File: config.mk
export PLATFORM = sky130hd
export DESIGN_NAME = arbitro_ula
export DESIGN_NICKNAME = d
export VERILOG_FILES = /design/src/rtl/arbitro_ula.sv
export SDC_FILE = /design/constraint.sdc
export NUM_CORES = 1
export LEC_CHECK = 0
export ABC_AREA = 1
export BUFFER_PORTS_ARGS = -buffer_cell sky130_fd_sc_hd__buf_2
export CORE_AREA = 2 2 114 116
export DETAILED_ROUTE_END_ITERATION = 8
export DIE_AREA = 0 0 116 118
export GPL_ROUTABILITY_DRIVEN = 0
export PLACE_DENSITY_LB_ADDON = 0.3
export SYNTH_ARGS = -nofsm -noshare
export SYNTH_HDL_FRONTEND = slang
export SYNTH_SLANG_ARGS = --single-unit
File: constraint.sdc
create_clock -name clock -period 8.2 [get_ports clock]
set_input_delay 1.23 -clock clock [delete_from_list [all_inputs] [get_ports clock]]
set_output_delay 1.23 -clock clock [all_outputs]
set_load 0.02 [all_outputs]
File: src/rtl/arbitro_ula.sv
// Two-requester round-robin arbiter that time-shares one external ALU and
// returns each result over a single valid/ready response channel.
module arbitro_ula #(
  parameter int LARGURA = 32
) (
  input  logic               clock,
  input  logic               reset,
  input  logic               req0_valido,
  input  logic               req1_valido,
  output logic               req0_pronto,
  output logic               req1_pronto,
  input  logic [3:0]         req0_op,
  input  logic [3:0]         req1_op,
  input  logic [LARGURA-1:0] req0_a,
  input  logic [LARGURA-1:0] req0_b,
  input  logic [LARGURA-1:0] req1_a,
  input  logic [LARGURA-1:0] req1_b,
  output logic [3:0]         ula_controle,
  output logic [LARGURA-1:0] ula_dados1,
  output logic [LARGURA-1:0] ula_dados2,
  input  logic [LARGURA-1:0] ula_saida,
  input  logic               ula_zero,
  output logic               resp_valido,
  input  logic               resp_pronto,
  output logic               resp_id,
  output logic [LARGURA-1:0] resp_resultado,
  output logic               resp_zero,
  output logic               resp_erro,
  output logic [15:0]        contador_ops
);

  typedef enum logic [1:0] {OCIOSO, EXECUTA, RESPONDE} estado_t;

  estado_t              estado_q, estado_d;
  logic                 prioridade_q;
  logic [3:0]           op_q;
  logic [LARGURA-1:0]   a_q, b_q;
  logic                 id_q;
  logic [LARGURA-1:0]   resultado_q;
  logic                 zero_q, erro_q, resp_id_q;
  logic [15:0]          contador_q;
  logic                 vencedor, concede, op_invalido;

  // Pointer only breaks ties; a lone requester always wins.
  always_comb begin
    vencedor = req1_valido;
    if (req0_valido && req1_valido) vencedor = prioridade_q;
  end

  assign concede = (estado_q == OCIOSO) && (req0_valido || req1_valido);

  always_comb begin
    op_invalido = 1'b1;
    if (op_q inside {4'b0000, 4'b0001, 4'b0010, 4'b0110, 4'b0111}) op_invalido = 1'b0;
  end

  always_ff @(posedge clock or posedge reset) begin
    if (reset) estado_q <= OCIOSO;
    else       estado_q <= estado_d;
  end

  always_comb begin
    estado_d = estado_q;
    case (estado_q)
      OCIOSO:   if (concede) estado_d = EXECUTA;
      EXECUTA:  estado_d = RESPONDE;
      RESPONDE: if (resp_pronto) estado_d = OCIOSO;
      default:  estado_d = OCIOSO;
    endcase
  end

  always_comb begin
    req0_pronto  = concede && !vencedor;
    req1_pronto  = concede && vencedor;
    resp_valido  = (estado_q == RESPONDE);
    ula_controle = '0;
    ula_dados1   = '0;
    ula_dados2   = '0;
    if (estado_q == EXECUTA) begin
      ula_controle = op_q;
      ula_dados1   = a_q;
      ula_dados2   = b_q;
    end
  end

  // Payload is only rewritten on the ALU cycle, so it survives the handshake.
  always_ff @(posedge clock or posedge reset) begin
    if (reset) begin
      prioridade_q <= 1'b0;
      op_q         <= '0;
      a_q          <= '0;
      b_q          <= '0;
      id_q         <= 1'b0;
      resultado_q  <= '0;
      zero_q       <= 1'b0;
      erro_q       <= 1'b0;
      resp_id_q    <= 1'b0;
      contador_q   <= '0;
    end else begin
      if (concede) begin
        op_q         <= vencedor ? req1_op : req0_op;
        a_q          <= vencedor ? req1_a  : req0_a;
        b_q          <= vencedor ? req1_b  : req0_b;
        id_q         <= vencedor;
        prioridade_q <= ~vencedor;
      end
      if (estado_q == EXECUTA) begin
        resultado_q <= ula_saida;
        zero_q      <= ula_zero;
        erro_q      <= op_invalido;
        resp_id_q   <= id_q;
      end
      if (resp_valido && resp_pronto) contador_q <= contador_q + 16'd1;
    end
  end

  assign resp_id        = resp_id_q;
  assign resp_resultado = resultado_q;
  assign resp_zero      = zero_q;
  assign resp_erro      = erro_q;
  assign contador_ops   = contador_q;

endmodule

# --- Yosys cells after proc, flatten, opt, wreduce, memory -nomap -nowiden ---
# Cells that the tools add are included.
classes:
  add_sub_neg: 1
  eq_ne: 8
  n_mux: 11
  n_bitwise: 1
  reduce_logical: 11
op_table:
  columns: ["operator", "n"]
  rows:
  - ["2-to-1 mux 32 bit", 4]
  - ["adder 16 x 1 -> 16 bit, second input constant", 1]
  - ["== test 4 x 3 -> 1 bit, second input constant", 2]
  - ["2-to-1 mux 4 bit", 2]
  - ["one-hot mux 2 bit (3 select lines)", 1]
  - ["logical AND 1 bit", 5]
  - ["nonzero test 5 bit", 1]
  - ["== test 4 x 1 -> 1 bit, second input constant", 1]
  - ["== test 4 x 2 -> 1 bit, second input constant", 1]
  - ["logical NOT 4 bit", 1]
  - ["2-to-1 mux 2 bit", 2]
  - ["== test 2 x 1 -> 1 bit, second input constant", 1]
  - ["== test 2 bit, second input constant", 1]
  - ["logical NOT 2 bit", 1]
  - ["2-to-1 mux 1 bit", 2]
  - ["inequality test 2 x 1 -> 1 bit, second input constant", 1]
  - ["inequality test 2 bit, second input constant", 1]
  - ["AND reduction 2 bit", 1]
  - ["logical NOT 1 bit", 1]
  - ["logical OR 1 bit", 1]
  - ["inverter 1 bit", 1]
totals:
  ff_bits: 123
  input_bits: 174
  out_inout_bits: 122

# --- Depth between registers and ports, before layout ---
logic_depth:
  word_depth: 4
  depth_mapped: 9
  ltp_nobuf: 9

# --- Least setup slack after synthesis ---
# Ideal clock, no wire load.
synth_path:
  path_kind: "input to output"
  start: "in req0_valido"
  end: "out req0_pronto"
  arrival_time_ns: 1.878
  t_required_ns: 6.970
  setup_slack_ns: 5.092
  cell_stages: 5
  cell_sequence: "nand2_1 -> nand2_1 -> inv_1 -> nor2_8 -> buf_6"
synth_via:
  elab_chain_len: 4
  word_cells_on_any_way: 6
  cone_classes: "mux: 1; reduce/logical: 5"
synth_rtl:
  columns: ["item", "line", "source"]
  rows:
  - ["start, declared", "8", "input logic req0_valido,"]
  - ["logical AND 1 bit", "47", "if (req0_valido && req1_valido) vencedor = prioridade_q;"]
  - ["2-to-1 mux 1 bit", "47", null]
  - ["logical NOT 1 bit", "73", "req0_pronto = concede && !vencedor;"]
  - ["logical AND 1 bit (*)", "73", null]
  - ["end, declared", "10", "output logic req0_pronto,"]
# Every way passes the cells marked *; elsewhere a longest branch is shown, timed or not.

# --- Final worst setup path ---
layout_path:
  start: "reg estado_q[1]"
  end: "out ula_controle[0]"
layout_via:
  elab_chain_len: 2
layout_rtl:
  columns: ["item", "line", "source"]
  rows:
  - ["start, declared", "34", "estado_t estado_q, estado_d;"]
  - ["start signal, assigned", "59", "else estado_q <= estado_d;"]
  - ["== test 2 x 1 -> 1 bit", "79", "if (estado_q == EXECUTA) begin"]
  - ["2-to-1 mux 4 bit", "79", null]
  - ["end, declared", "18", "output logic [3:0] ula_controle,"]
# Every way passes these cells.

==> flow_summary.json <==
{
  "ant_nets": 0,
  "grt_usage_pct": 24.90,
  "timing.max_cap.violations": 0,
  "critPathKind": "register to output port",
  "syn_to_final_growth_pct": 32.84,
  "hp-class": "register to register",
  "seqPwrFrac_pct": 31.0,
  "p_int_mw": 1.861,
  "finalCritPeriodShare_pct": 54.92,
  "yosys_warnings": 0,
  "via_per_inst": 4.737,
  "slowest_stage": "clkinv_2",
  "cp_top_family": "buffers and inverters",
  "cts_tree": "built",
  "worst_slew_pin_slew_ns": 0.9743,
  "cp_num_buf_inv": 3,
  "critPathLaunchType": "register",
  "netlist_instances": 707,
  "drt-initial-drc-count": 379,
  "ctsHtreeMaxLevel": 4,
  "layout_common_cells": "295 x buf_2, 268 x nand2_1, 123 x dfrtp_1",
  "timing.final.crit_period_ns": 4.503,
  "leakagePower_nw": 4.657,
  "crit_path_end_kind": "output port",
  "port_buffers": 295,
  "overflow": 0,
  "power_density_mw_per_mm2": 384.1,
  "die_y_um": 118,
  "synth_seq_cells": 123,
  "drc": 0,
  "crit_arrival_ns": 3.27,
  "yosysSeqAreaShare_pct": 49.41,
  "worstPathRequired_ns": 6.97,
  "synth.net_count": 882,
  "synth_area_mm2": 0.006230,
  "cp_max_fo": 60,
  "finalSetupViolCount": 0,
  "synth_cell_types": 31,
  "post-cts-setup-buffers": 0,
  "io_pins": 296,
  "cpPeakStageDelay_ns": 0.73,
  "vdd_drop_max_v": 0.0002002,
  "nNetsFinal": 1164,
  "fmax_mhz": 222.1,
  "first_pass_iters": 8,
  "dr_total_vias": 5561,
  "switching_share_pct": 41.44,
  "drive_above_1_share_pct": 40.82,
  "cts_buffers": 17,
  "antenna_found_initial": 0,
  "slew_headroom_pct": 35.04,
  "finalWirelength_um": 16540,
  "clock_latency_ns": 0.41,
  "dieArea_mm2": 0.01369,
  "rows": 41,
  "cts-root-buf": "clkbuf_16",
  "slew_violations": 0,
  "finalNonFillerCells": 1174,
  "dieWidth_um": 116,
  "hpwlAfterDp_um": 11520,
  "grt_pass1_wl_um": 26580,
  "cts_resized": 0,
  "num_antenna_cells": 0,
  "routedWlPerCell_um": 14.09,
  "synth.avg_cell_area_um2": 8.811,
  "grt_pass1_vias": 5461,
  "holdBufCountCts": 0,
  "path_clk_slew_ns": 0.05,
  "p_comb_share_pct": 44.5,
  "crit_chain": "nor2_4 > clkinv_2 > buf_4 > nor2_1 > buf_2",
  "p_clk_share_pct": 24.5,
  "rsz0062_at_grt": "no",
  "start_util_pct": 50.18,
  "hold_viol_final": 0,
  "core_area_mm2": 0.01241,
  "place_inst": 1142,
  "final_common_cell": "buf_2",
  "clock_skew_ns": 0.009179,
  "cts.path.max_buffers": 2,
  "grt_max_degree": 72,
  "power.net_switching_mw": 1.317,
  "status": "finished clean",
  "clock_sinks": 123,
  "setup-tns-final_ns": 0
}
state kept, by name (all words and copies together) (netlist names):
register,count
contador_ops,16
resp_erro,1
resp_id,1
a_q,32
b_q,32
estado_q,2
id_q,1
op_q,4
resp_zero,1
resp_resultado,32
prioridade_q,1
Yosys cell counts:
cell type  instances  area [um^2]
a21oi_1            1        5.000
buf_1              1        3.750
buf_2              4        20.02
buf_4             11        82.58
buf_6             15        168.9
clkbuf_1           4        15.01
dfrtp_1          123         3078
ha_1               1        12.51
inv_1             89        334.1
inv_2              1        3.750
inv_6              1        8.760
mux2_2             1        11.26
nand2_1          268         1006
nand2_4            1        11.26
nand3_1            8        40.04
nand3_4            1        17.52
nand3b_1           1        7.510
nand4_1            3        18.77
nor2_1            78        292.8
nor2_2             1        6.260
nor2_4             3        33.78
nor2_8             2        40.04
nor3_1             4        20.02
o211ai_1           1        7.510
o211ai_2          68        850.8
o21ai_0            2        10.01
o21ai_1            1        5.000
o21ai_4            1        16.27
o21bai_1           2        15.01
xnor2_1            4        35.03
xor2_1             6        52.55
area by class of cell:
type	count	area (um^2)
multi-input cells	458	2515
well taps	172	215.2
fillers	1091	4139
clock inverters	12	171.4
repair buffers	298	1499
inverters	91	350.3
flip-flops and latches	123	3078
clock buffers	20	446.7
tightest hold or removal path, cell delays in order (launching register included):
cell and delay (ns):
dfrtp_1 0.34, nand2_1 0.05, nand2_1 0.04
per-layer routing:
metal / share of wire, % / up-vias / global-route usage (%)
li1: - / 2753 / -
met1: 39 / 2544 / 29.11
met2: 51 / 234 / 42.51
met3: 7.4 / 30 / 7.364
met4: 2.3 / 0 / 9.821
met5: 0 / - / 0
logic make-up after synthesis:
logic type	after synthesis	synth area share, %
buffers and inverters	126	10.22
flip-flops	123	49.41
multiplexers	1	0.1807
XOR/XNOR	10	1.406
AND/OR/NAND/NOR	370	23.98
AO/OA/AOI/OAI	76	14.60
adder cells (fa/ha/maj)	1	0.2008
final timing paths:
kind / start / to / slack (ns) / depth (start not counted)
worst max register to register: estado_q[1]$_DFFE_PP0P_ / resp_erro$_DFFE_PP0N_ / 5.26 / 6
worst max-delay path: estado_q[1]$_DFFE_PP0P_ / ula_controle[0] / 3.70 / 5
min in group asynchronous: reset / contador_ops[8]$_DFFE_PP0P_ / 0.95 / 2
worst min-delay path: resp_resultado[21]$_DFFE_PP0N_ / resp_resultado[21]$_DFFE_PP0N_ / 0.46 / 2
max in group asynchronous: reset / b_q[22]$_DFFE_PP0P_ / 5.92 / 3
worst min register to register: resp_resultado[21]$_DFFE_PP0N_ / resp_resultado[21]$_DFFE_PP0N_ / 0.46 / 2
power by group through the flow:
stage                     Sequential (mW)  Clock, mW  Combinational [mW]
after CTS                           0.988      0.790                1.43
after floorplan                      1.10          0               0.986
final                               0.986      0.779                1.41
after detailed placement            0.993          0                1.43
after global placement              0.985          0                1.40
after global routing                 1.02      0.819                1.56
per-stage QoR:
stage	total power, mW	hold WS, ns	area (um^2)	utilization (%)	setup slack [ns]
6_report	3.178	0.4635	8275	66.66	3.697
5_1_grt	3.393	0.4772	8275	66.66	3.406
4_1_cts	3.206	0.4670	8275	66.66	3.668
3_5_place_dp	2.418	0.4529	7657	61.68	4.106
3_3_place_gp	2.388	0.4499	7657	61.68	4.146
2_1_floorplan	2.081	0.4861	6230	-	3.699
(Power assumes the default switching activity.)
